--- src/rtl/prince_round_ctrl_param.sv ---
//==============================================================================
// Module   : prince_round_ctrl_param
// Brief    : Round controller for masked PRINCE cores with start/busy/done
//            handshake, reduced-round and multi-cycle-per-round support.
// Revision : 1.0
//==============================================================================
`default_nettype none

module prince_round_ctrl_param #(
    parameter int NR_HALF  = 5,
    parameter int SBOX_LAT = 1
) (
    input  logic        clk_i,
    input  logic        rst_ni,
    input  logic        start_i,
    input  logic        clr_i,
    input  logic        enc_i,
    input  logic [63:0] k_i,
    output logic        busy_o,
    output logic        done_o,
    output logic        load_o,
    output logic        step_o,
    output logic        mid_o,
    output logic [3:0]  rnd_o,
    output logic [3:0]  sub_o,
    output logic        fwd_o,
    output logic        inv_o,
    output logic [63:0] rc_o,
    output logic [63:0] rc2_o
);

    localparam logic [1:0] S_IDLE = 2'd0;
    localparam logic [1:0] S_RUN  = 2'd1;
    localparam logic [1:0] S_DONE = 2'd2;

    localparam logic [3:0] C_NH       = 4'(NR_HALF);
    localparam logic [3:0] C_LAST     = 4'(2 * NR_HALF + 1);
    localparam logic [3:0] C_OFS      = 4'(10 - 2 * NR_HALF);
    localparam logic [3:0] C_SUB_LAST = 4'(SBOX_LAT - 1);

    logic [1:0] state_q, state_d;
    logic [3:0] rnd_q, rnd_d;
    logic [3:0] sub_q, sub_d;
    logic       enc_q, enc_d;

    function automatic logic [63:0] rc_const(input logic [3:0] i);
        case (i)
            4'd1:    return 64'h13198a2e03707344;
            4'd2:    return 64'ha4093822299f31d0;
            4'd3:    return 64'h082efa98ec4e6c89;
            4'd4:    return 64'h452821e638d01377;
            4'd5:    return 64'hbe5466cf34e90c6c;
            4'd6:    return 64'h7ef84f78fd955cb1;
            4'd7:    return 64'h85840851f1ac43aa;
            4'd8:    return 64'hc882d32f25323c54;
            4'd9:    return 64'h64a51195e0e3610d;
            4'd10:   return 64'hd3b5a399ca0c2399;
            4'd11:   return 64'hc0ac29b7c97c50dd;
            default: return 64'h0;
        endcase
    endfunction

    // Reduced-round variants skip the inner constants: the backward half is
    // shifted so that its last step always lands on RC11.
    function automatic logic [63:0] rc_sel(input logic [3:0] r, input logic e);
        logic [3:0] i;
        if (r > C_LAST) begin
            return 64'h0;
        end
        i = (r <= C_NH) ? r : r + C_OFS;
        if (!e) begin
            i = 4'd11 - i;
        end
        return rc_const(i);
    endfunction

    always_ff @(posedge clk_i or negedge rst_ni) begin
        if (!rst_ni) begin
            state_q <= S_IDLE;
            rnd_q   <= 4'd0;
            sub_q   <= 4'd0;
            enc_q   <= 1'b1;
        end else begin
            state_q <= state_d;
            rnd_q   <= rnd_d;
            sub_q   <= sub_d;
            enc_q   <= enc_d;
        end
    end

    always_comb begin
        state_d = state_q;
        rnd_d   = rnd_q;
        sub_d   = sub_q;
        enc_d   = enc_q;
        if (clr_i) begin
            state_d = S_IDLE;
            rnd_d   = 4'd0;
            sub_d   = 4'd0;
        end else begin
            case (state_q)
                S_IDLE: begin
                    if (start_i) begin
                        enc_d   = enc_i;
                        rnd_d   = 4'd0;
                        sub_d   = 4'd0;
                        state_d = S_RUN;
                    end
                end
                S_RUN: begin
                    if (sub_q == C_SUB_LAST) begin
                        sub_d = 4'd0;
                        if (rnd_q == C_LAST) begin
                            rnd_d   = 4'd0;
                            state_d = S_DONE;
                        end else begin
                            rnd_d = rnd_q + 4'd1;
                        end
                    end else begin
                        sub_d = sub_q + 4'd1;
                    end
                end
                S_DONE:  state_d = S_IDLE;
                default: state_d = S_IDLE;
            endcase
        end
    end

    logic w_enc_eff;

    // Outside RUN the constant lookup is pinned to the encrypt map so the
    // idle values do not depend on the direction of the previous run.
    always_comb begin
        busy_o    = (state_q == S_RUN);
        done_o    = (state_q == S_DONE);
        load_o    = busy_o && (rnd_q == 4'd0) && (sub_q == 4'd0);
        step_o    = busy_o && (sub_q == C_SUB_LAST);
        mid_o     = step_o && (rnd_q == C_NH);
        fwd_o     = busy_o && (rnd_q <= C_NH);
        inv_o     = busy_o && (rnd_q > C_NH);
        rnd_o     = rnd_q;
        sub_o     = sub_q;
        w_enc_eff = busy_o ? enc_q : 1'b1;
        rc_o      = rc_sel(rnd_q, w_enc_eff) ^ k_i;
        rc2_o     = rc_sel(rnd_q + 4'd1, w_enc_eff) ^ k_i;
    end

endmodule

`default_nettype wire

--- config.mk ---
export PLATFORM = sky130hd
export DESIGN_NAME = prince_round_ctrl_param
export DESIGN_NICKNAME = d
export VERILOG_FILES = /design/src/rtl/prince_round_ctrl_param.sv
export SDC_FILE = /design/constraint.sdc
export NUM_CORES = 1
export LEC_CHECK = 0
export ABC_AREA = 1
export BUFFER_PORTS_ARGS = -buffer_cell sky130_fd_sc_hd__buf_4
export CORE_MARGIN = 1
export CORE_UTILIZATION = 29
export CTS_BUF_LIST = sky130_fd_sc_hd__clkbuf_16
export CTS_CLUSTER_DIAMETER = 80
export CTS_CLUSTER_SIZE = 12
export DETAILED_ROUTE_END_ITERATION = 16
export SLEW_MARGIN = 20
export SYNTH_ARGS = -nofsm -noshare
export SYNTH_HDL_FRONTEND = slang
export SYNTH_SLANG_ARGS = --single-unit
--- constraint.sdc ---
create_clock -name clk_i -period 3.4 [get_ports clk_i]
set_clock_uncertainty 0.05 [all_clocks]
set_input_delay 0.68 -clock clk_i [delete_from_list [all_inputs] [get_ports clk_i]]
set_output_delay 0.68 -clock clk_i [all_outputs]
set_load 0.02 [all_outputs]
Word level (Yosys, flattened, before mapping)
Memories as Yosys holds them, arrays and structs flattened. Index checks and enable logic that the tools add are counted.

Register bits after elaboration: 11. ROM bits: 2016. Output and inout port bits: 143. Word-level logic and storage cells: 62. Memories: 2.

Add/sub/neg operators: 4. Order comparisons: 4. Eq/ne operators: 7. Muxes and demuxes: 24. Bitwise logic cells: 3. Reduce and logical (&&, ||, !) cells: 14.

Memory list: (no name shown) (words 16, bits a word 63, rd ports 1, clocked after Yosys merged registers in 0, wr ports 0, line 47) `case (i)`; (no name shown) (words 16, bits a word 63, rd ports 1, clocked after Yosys merged registers in 0, wr ports 0, line 47).

Operators with widths (number): two-way mux 64 bit (4); XOR 64 bit (2); two-way mux 4 bit (10); one-hot mux 4 bit (2 select lines) (2); AND reduction 3 bit (3); adder 4 x 1 -> 4 bit, second input constant (2); greater-than comparator 4 bit, second input constant (2); zero test 4 bit (2); two-way mux 2 bit (4); subtractor 4 bit, first input constant (2); logical AND 1 bit (6); inequality test 3 x 2 -> 1 bit, second input constant (2); == test 4 x 3 -> 1 bit, second input constant (1); == test 4 bit, second input constant (1); greater-than comparator 4 x 3 -> 1 bit, second input constant (1); <= comparator 4 x 3 -> 1 bit, second input constant (1); one-hot mux 2 bit (2 select lines) (1); two-way mux 1 bit (3); inequality test 3 bit, second input constant (1); nonzero test 3 bit (1); == test 2 x 1 -> 1 bit, second input constant (1); == test 2 bit, second input constant (1); zero test 2 bit (1); AND reduction 2 bit (1); inverter 1 bit (1).

Longest topological paths before layout
Gate-level depths: netlist (run 1). An unclocked memory read counts as a cell.

Depth after elaboration: 7. Depth in mapped cells: 15. Gate-level depth less buffers: 15.

Worst setup path after synthesis (run 1)
No wires, ideal clock.

Path kind: reg-to-output. From: register rnd_q[0], in the netlist rnd_o[0]. To: output rc2_o[12]. Arrival: 2.702 ns. Data required time: 2.670 ns. Setup slack: -0.032 ns. Stages on the path, launching flop included: 14. Cell sequence: dfrtp_1 -> buf_2 -> inv_1 -> ha_1 -> inv_1 -> nand2_1 -> nand2_1 -> inv_1 -> ha_1 -> or2_0 -> nand2_2 -> nand2_1 -> nand2_1 -> nand2_1.

Word-level cells in the longest chain between the ends: 7. Elaborated cells on any way between the ends: 9.

Ends and longest elaborated chain: start: declaration (line 42) `logic [3:0] rnd_q, rnd_d;`; start signal: assignment (line 85) `rnd_q <= rnd_d;`; adder 4 x 1 -> 4 bit * (line 145) `rc2_o = rc_sel(rnd_q + 4'd1, w_enc_eff) ^ k_i;`; subtractor 4 bit (line 72) `i = 4'd11 - i;`; two-way mux 4 bit (line 71) `if (!e) begin`; two-way mux 4 bit (line 70) `i = (r <= C_NH) ? r : r + C_OFS;`; memory (16 x 63 bit); two-way mux 64 bit * (line 70); XOR 64 bit * (line 145); end: declaration (line 29) `output logic [63:0] rc2_o`.

Every way passes the cells marked *; elsewhere a longest branch is shown, timed or not. The select of a mux whose other input is x is not followed.

Worst setup path after layout (run 1)
From: register rnd_q[0], in the netlist rnd_o[0]. To: output rc2_o[37].

The elaborated chain is that of the path after synthesis.

==> results of run 1 <==
==> sequential cells by signal, indices dropped and copies added (netlist names) <==
| register | count |
|---|---|
| enc_q | 1 |
| rnd_o | 4 |
| sub_o | 4 |
| state_q | 2 |
==> where the power goes <==
part / switching (mW) / internal, mW / leakage (nW)
sequential: 0.0101 / 0.142 / 0.143
clock: 0.0592 / 0.154 / 0.0423
combinational: 1.43 / 0.907 / 3.84
==> kinds of logic (layout without fill, tap and decap cells) <==
| group | after synthesis | after routing | share of synthesized area (%) |
|---|---|---|---|
| simple gates | 614 | 615 | 62.0 |
| compound gates | 32 | 32 | 4.38 |
| buf+inv | 136 | 355 | 13.2 |
| flops | 11 | 11 | 6.50 |
| xor+xnor | 17 | 17 | 3.68 |
| fa+ha+maj | 35 | 35 | 10.3 |
==> metal layers <==
| layer | track usage (%) | wire length (µm) | part of all wire [%] | vias to the layer above |
|---|---|---|---|---|
| met5 | 0 | 0 | 0 | - |
| met4 | 2.79 | 107 | 0.65 | 0 |
| met3 | 1.80 | 921 | 5.6 | 11 |
| met2 | 37.6 | 7950 | 48 | 158 |
| met1 | 27.0 | 7540 | 46 | 2659 |
| li1 | - | - | - | 3105 |
==> layout make-up <==
cell class	count	area, µm²	share of cell area (%)
repair inverters	1	7.51	0.118
flip-flops and latches	11	280	4.42
inverters	113	432	6.80
clock inverters	1	3.75	0.0591
well taps	180	225	3.55
clock buffers	3	75.1	1.18
repair buffers	237	1780	28.1
multi-input cells	699	3540	55.8
==> metrics by stage <==
stage	instance area, µm²	util [%]	setup TNS (ns)	total power [mW]
3_5_place_dp	6090	43.2	0	2.43
2_1_floorplan	4260	-	0	1.54
6_report	6350	45.0	0	2.70
4_1_cts	6170	43.8	0	2.65
5_1_grt	6350	45.0	-0.102	2.94
3_3_place_gp	6090	43.2	0	2.42
==> worst paths after layout <==
path / start / endpoint / depth (start not counted)
worst max-delay path: rnd_o[0]$_DFFE_PN0P_ / rc2_o[37] / 13
worst min-delay path: rst_ni / sub_o[0]$_DFFE_PN0P_ / 1
worst max register to register: sub_o[0]$_DFFE_PN0P_ / rnd_o[1]$_DFFE_PN0P_ / 8
worst min register to register: enc_q$_DFFE_PN1P_ / enc_q$_DFFE_PN1P_ / 2
max in group asynchronous: rst_ni / enc_q$_DFFE_PN1P_ / 1
min in group clk_i: enc_q$_DFFE_PN1P_ / enc_q$_DFFE_PN1P_ / 2
==> cell usage in the layout, fill, tap and decap left out <==
master,netlist,layout
a21oi_1,5,3
a21oi_2,1,2
a21oi_4,0,1
a22o_1,1,1
buf_4,7,236
buf_6,2,1
clkbuf_16,0,3
clkinvlp_4,0,3
dfrtp_1,10,7
dfrtp_2,0,3
dfstp_2,1,1
ha_1,35,31
ha_2,0,2
ha_4,0,2
inv_1,109,107
inv_2,3,5
nand2_1,391,382
nand2_2,5,12
nand2_4,1,4
nand3_1,145,141
nand3_2,2,5
nand3_4,0,1
nand4_1,26,26
nor2_1,31,30
nor2_2,1,2
nor2_4,4,4
nor3_1,1,1
nor3b_1,1,1
o21ai_0,15,15
o21ai_1,5,4
o21ai_2,1,2
o21ai_4,1,1
o22ai_1,3,3
or2_0,2,1
or2_1,1,2
or2_2,3,3
xnor2_2,1,1
xor2_1,16,16
==> what timing repair did <==
action | 4_1_cts | 5_1_grt
cloned | 0 | 2
pin swaps | 0 | 4
setup endpoints to repair | 6 | 94
setup buffers | 0 | 4
gates resized for setup | 1 | 35
==> qor.csv, run 1 <==
metric;value;unit
drc violations;0;
fillcell total;1583;
Slew Viols, Final;0;
CP startpoint kind;flip-flop;
Yosys cell types;35;
I/O Buffers;208;
relative slew slack;66.4;%
final setup fails;0;
WP buf/inv;4;
Syn Nets;949;
vias in the first global route;5379;
Final Hold Fails;0;
initial antenna violation count;0;
cell with the most instances after synthesis;nand2_1;
share of cells above drive strength 1;27.6;%
row count;43;
r2r setup slk;1.56;ns
ranking of synthesized cells by area;nand2_1, nand3_1, ha_1;
VDD IR max;0.197;mV
CORE AREA;0.0141;mm²
max cap viols;0;
first-pass iteration count of the detailed router;5;
final worst path period share;97.0;%
WHS;0.219;ns
Avg Inst Size Synth;5.03;µm²
Final #Nets;1170;
final wirelength;16500;µm
Final Instance Count excl. Fillers;1245;
sequential area share after synthesis;6.50;%
Synth Cell Area;0.00425;mm²
die area;0.0152;mm²
CTS tree;yes;
total gr overflow;0;
die span in x;123;µm
most frequent cells after synthesis;nand2_1, nand3_1, inv_1, ha_1, nor2_1;
Most common cell on crit path;nand2_1;
Die Span Y;123;µm
DRT iter0 DRCs;249;
status;complete, no violations;
CP endpoint kind;primary output;
Least-Margin Pin Slew;0.501;ns
Crit Path Category;reg -> out;
Power Density;425;mW/mm²
Lkg Pwr;4.02;nW
pre-CTS setup slack;0.225;ns
cell taking the most area after synthesis;nand2_1;
clk_lat worst skew;0.24;ns
post-route ant nets;0;
largest net degree at the start of global routing;35;
Most used DFF post-synth;dfrtp_1;
first-pass GRT wire length;25200;µm
share of the synthesized area in the top cell type;34.5;%
cell family with most CP delay;simple AND/OR/NAND/NOR gates;
Placed Cells;1235;
CP max stage cell;dfrtp_2;
ANT cells;0;
Synth-to-Final Area Change;49.2;%
CTS clk-pin slew, worst paths;0.04;ns
cts bufs inserted;3;
RSZ-0062 raised after global routing;yes;
Worst Path Arrival;2.57;ns
Cells after Synth;845;
via/cell ratio;4.77;
yosys warns;0;
H-tree depth;1;
largest stage delay on the critical path;0.45;ns
clock sink total;11;
crit-path cells;inv_1 > ha_4 > inv_1 > nand2_1 > nand2_2 > clkinvlp_4 > ha_4 > or2_1 > nand2_2 > nand2_1 > nand2_1 > nand2_1 > buf_4;
post-layout minimum cycle time;3.30;ns
number of synthesized flops with an enable pin;0;
Hold-fix buffers, CTS;0;
Total GRT Usage;20.7;%
ys async rst share;100;%
IO Pins;212;
worst-case clock buffer depth;2;
Max Freq;303;MHz
critical path required time;2.67;ns
DR WL/cell;13.3;µm
Clock Tree Root;clkbuf_16;
post-route setup slack;0.103;ns
hpwl dp;13700;µm
#FFs+latches synth;11;
via count;5933;
GP Congestion;0.876;
Crit Path Max Fanout;8;
initial core utilization;30.2;%
worst min path class;in -> async;
(Power assumes the default switching activity.)
==> run 2, diff against run 1 <==
==> constraint.sdc (replaced) <==
create_clock -name clk_i -period 3.4 [get_ports clk_i]
set_clock_uncertainty 0.05 [all_clocks]
set_input_delay 0.34 -clock clk_i [delete_from_list [all_inputs] [get_ports clk_i]]
set_output_delay 0.34 -clock clk_i [all_outputs]
set_load 0.02 [all_outputs]
==> qor.csv, run 2 (synthesized netlist as in run 1, its figures left out) <==
metric;value;unit;change
Slew Viols, Final;0;;unchanged
Least-Margin Pin Slew;0.526;ns;+0.0253 ns
clock sink total;11;;unchanged
hold depth;3;;
CTS tree;yes;;
RSZ-0062 raised after global routing;no;;
Worst Path Arrival;2.77;ns;+0.20 ns
worst-case clock buffer depth;2;;unchanged
worst min path class;in -> reg;;
Final #Nets;1153;;-1.5%
die span in x;123;µm;unchanged
CP max stage cell;ha_1;;
share of cells above drive strength 1;24.1;%;-3.5 points
critical path required time;3.01;ns;+0.34 ns
DRT iter0 DRCs;241;;-3.2%
r2r setup slk;1.61;ns;+0.05 ns
I/O Buffers;208;;unchanged
post-layout minimum cycle time;3.16;ns;-0.138 ns
final worst path period share;92.9;%;-4.1 points
Most common cell on crit path;nand2_1;;
cell-internal power;1.15;mW;-4.2%
ANT cells;0;;unchanged
CTS clk-pin slew, worst paths;0.04;ns;about the same
final setup fails;0;;unchanged
crit-path cells;inv_1 > ha_2 > inv_1 > nand2_1 > nand2_1 > inv_1 > ha_1 > or2_0 > nand2_2 > nand2_1 > nand2_1 > nand2_1 > buf_4;;
Flop pwr share;5.7;%;about the same
post-route ant nets;0;;unchanged
largest stage delay on the critical path;0.38;ns;-0.07 ns
NetSw;1.46;mW;-2.3%
largest net degree at the start of global routing;25;;-29%
reg2reg start;sub_o[0]$_DFFE_PN0P_;;
initial core utilization;30.2;%;unchanged
Comb pwr share;86.2;%;-0.3 points
Setup Fix Bufs, Post-CTS;0;;unchanged
row count;43;;unchanged
Endpoint, Worst Hold;enc_q$_DFFE_PN1P_;;
VDD IR max;0.183;mV;-7.5%
DR WL/cell;13.2;µm;-0.83%
clk_lat worst skew;0.24;ns;about the same
commonest non-fill, non-tap cell in the layout;nand2_1;;
Lkg Pwr;3.94;nW;-2.1%
Final Hold Fails;0;;unchanged
via/cell ratio;4.73;;-0.65%
hpwl dp;13500;µm;-1.0%
initial antenna violation count;0;;unchanged
reg-to-reg critical path endpoint;rnd_o[1]$_DFFE_PN0P_;;
IO Pins;212;;unchanged
first-pass GRT wire length;25600;µm;+1.6%
Max Freq;317;MHz;+4.4%
Clock power frac;8.2;%;+0.3 points
Die Span Y;123;µm;unchanged
Hold Startpoint;enc_i;;
Power, Total;2.61;mW;-3.1%
Total GRT Usage;20.9;%;+0.21 points
cts bufs inserted;3;;unchanged
Crit Path Max Fanout;9;;+1
CP endpoint kind;primary output;;
relative slew slack;64.8;%;-1.6 points
Synth-to-Final Area Change;43.5;%;
Cell Area, Placed;0.00600;mm²;-1.5%
reg2reg path depth;8;;unchanged
H-tree depth;1;;unchanged
final core utilization;43.3;%;-1.7 points
vias in the first global route;5391;;+0.22%
setup TNS;0;ns;unchanged
drc violations;0;;unchanged
status;complete, no violations;;
max cap viols;0;;unchanged
GP Congestion;0.899;;+2.6%
Placed Cells;1223;;-0.97%
Clock Tree Root;clkbuf_16;;
Power Density;428;mW/mm²;+0.71%
via count;5814;;-2.0%
final wirelength;16200;µm;-2.2%
most frequent cells in the layout;nand2_1, buf_4, nand3_1;;
first-pass iteration count of the detailed router;5;;unchanged
CORE AREA;0.0141;mm²;unchanged
Crit Path Category;reg -> out;;
total gr overflow;0;;unchanged
switch share;55.9;%;+0.50 points
CP startpoint kind;flip-flop;;
Final Cell Area;0.00610;mm²;-3.8%
die area;0.0152;mm²;unchanged
Final Instance Count excl. Fillers;1228;;-1.4%
## run 2: changes by cell type in the layout (fill, tap and decap cells not counted), sizes merged
cell,delta
inv,+1
buf,-16
clkinvlp,-3
dlygate4sd3,+1
clkinv,+1
nand2,-1
## run 2: through the flow
stage | hold slack [ns] | setup slack, ns
2_1_floorplan | -0.00559 | 0.308
3_3_place_gp | 0.133 | 0.498
3_5_place_dp | 0.137 | 0.410
4_1_cts | 0.300 | 0.146
5_1_grt | 0.339 | 0.00918
6_report | 0.298 | 0.242
## run 2: worst max path at each step
| stage | startpoint | end | cells past startpoint |
|---|---|---|---|
| global route | rnd_o[0]$_DFFE_PN0P_ | rc2_o[30] | 13 |
| CTS | state_q[1]$_DFFE_PN0P_ | rc_o[59] | 15 |
| detailed placement | enc_q$_DFFE_PN1P_ | rc_o[59] | 14 |
| floorplan | rnd_o[0]$_DFFE_PN0P_ | rc2_o[12] | 13 |
| finish | rnd_o[0]$_DFFE_PN0P_ | rc2_o[20] | 13 |
| global placement | enc_q$_DFFE_PN1P_ | rc_o[59] | 14 |
## run 2: area by class of cell
type	instances	area, µm²
sequential	11	277
clock inverter	1	3.75
tap	180	225
clock buffer	3	75.1
inverter	113	424
fill	1598	7990
multi-input combinational	698	3430
timing repair buffer	222	1670
## run 2: timing repair
| action | 4_1_cts | 5_1_grt |
|---|---|---|
| hold buffers | 1 | 0 |
| resized for setup | 0 | 5 |
| endpoints found under the setup margin | 0 | 19 |
| hold endpoints to repair | 10 | 0 |
## run 2: worst max-delay path, delay by kind of cell, from the launching register on
kind                       cells  cell delay (ns)
adders and majority gates      2             0.74
buffers and inverters          4             0.57
DFF                            1             0.37
and+or+nand+nor                7             0.88
## run 2: metal layers
layer | global-route usage [%] | vias up | wire length [µm]
li1 | - | 3057 | -
met1 | 27.6 | 2579 | 7420
met3 | 1.98 | 8 | 983
met5 | 0 | - | 0
met4 | 2.26 | 0 | 48
met2 | 37.7 | 170 | 7700
## run 2: power by group through the flow
stage	Sequential [mW]	Clock (mW)	Combinational, mW
global route	0.149	0.222	2.49
finish	0.148	0.213	2.25
CTS	0.148	0.214	2.26
detailed placement	0.149	0	2.25
global placement	0.149	0	2.24
floorplan	0.152	0	1.38
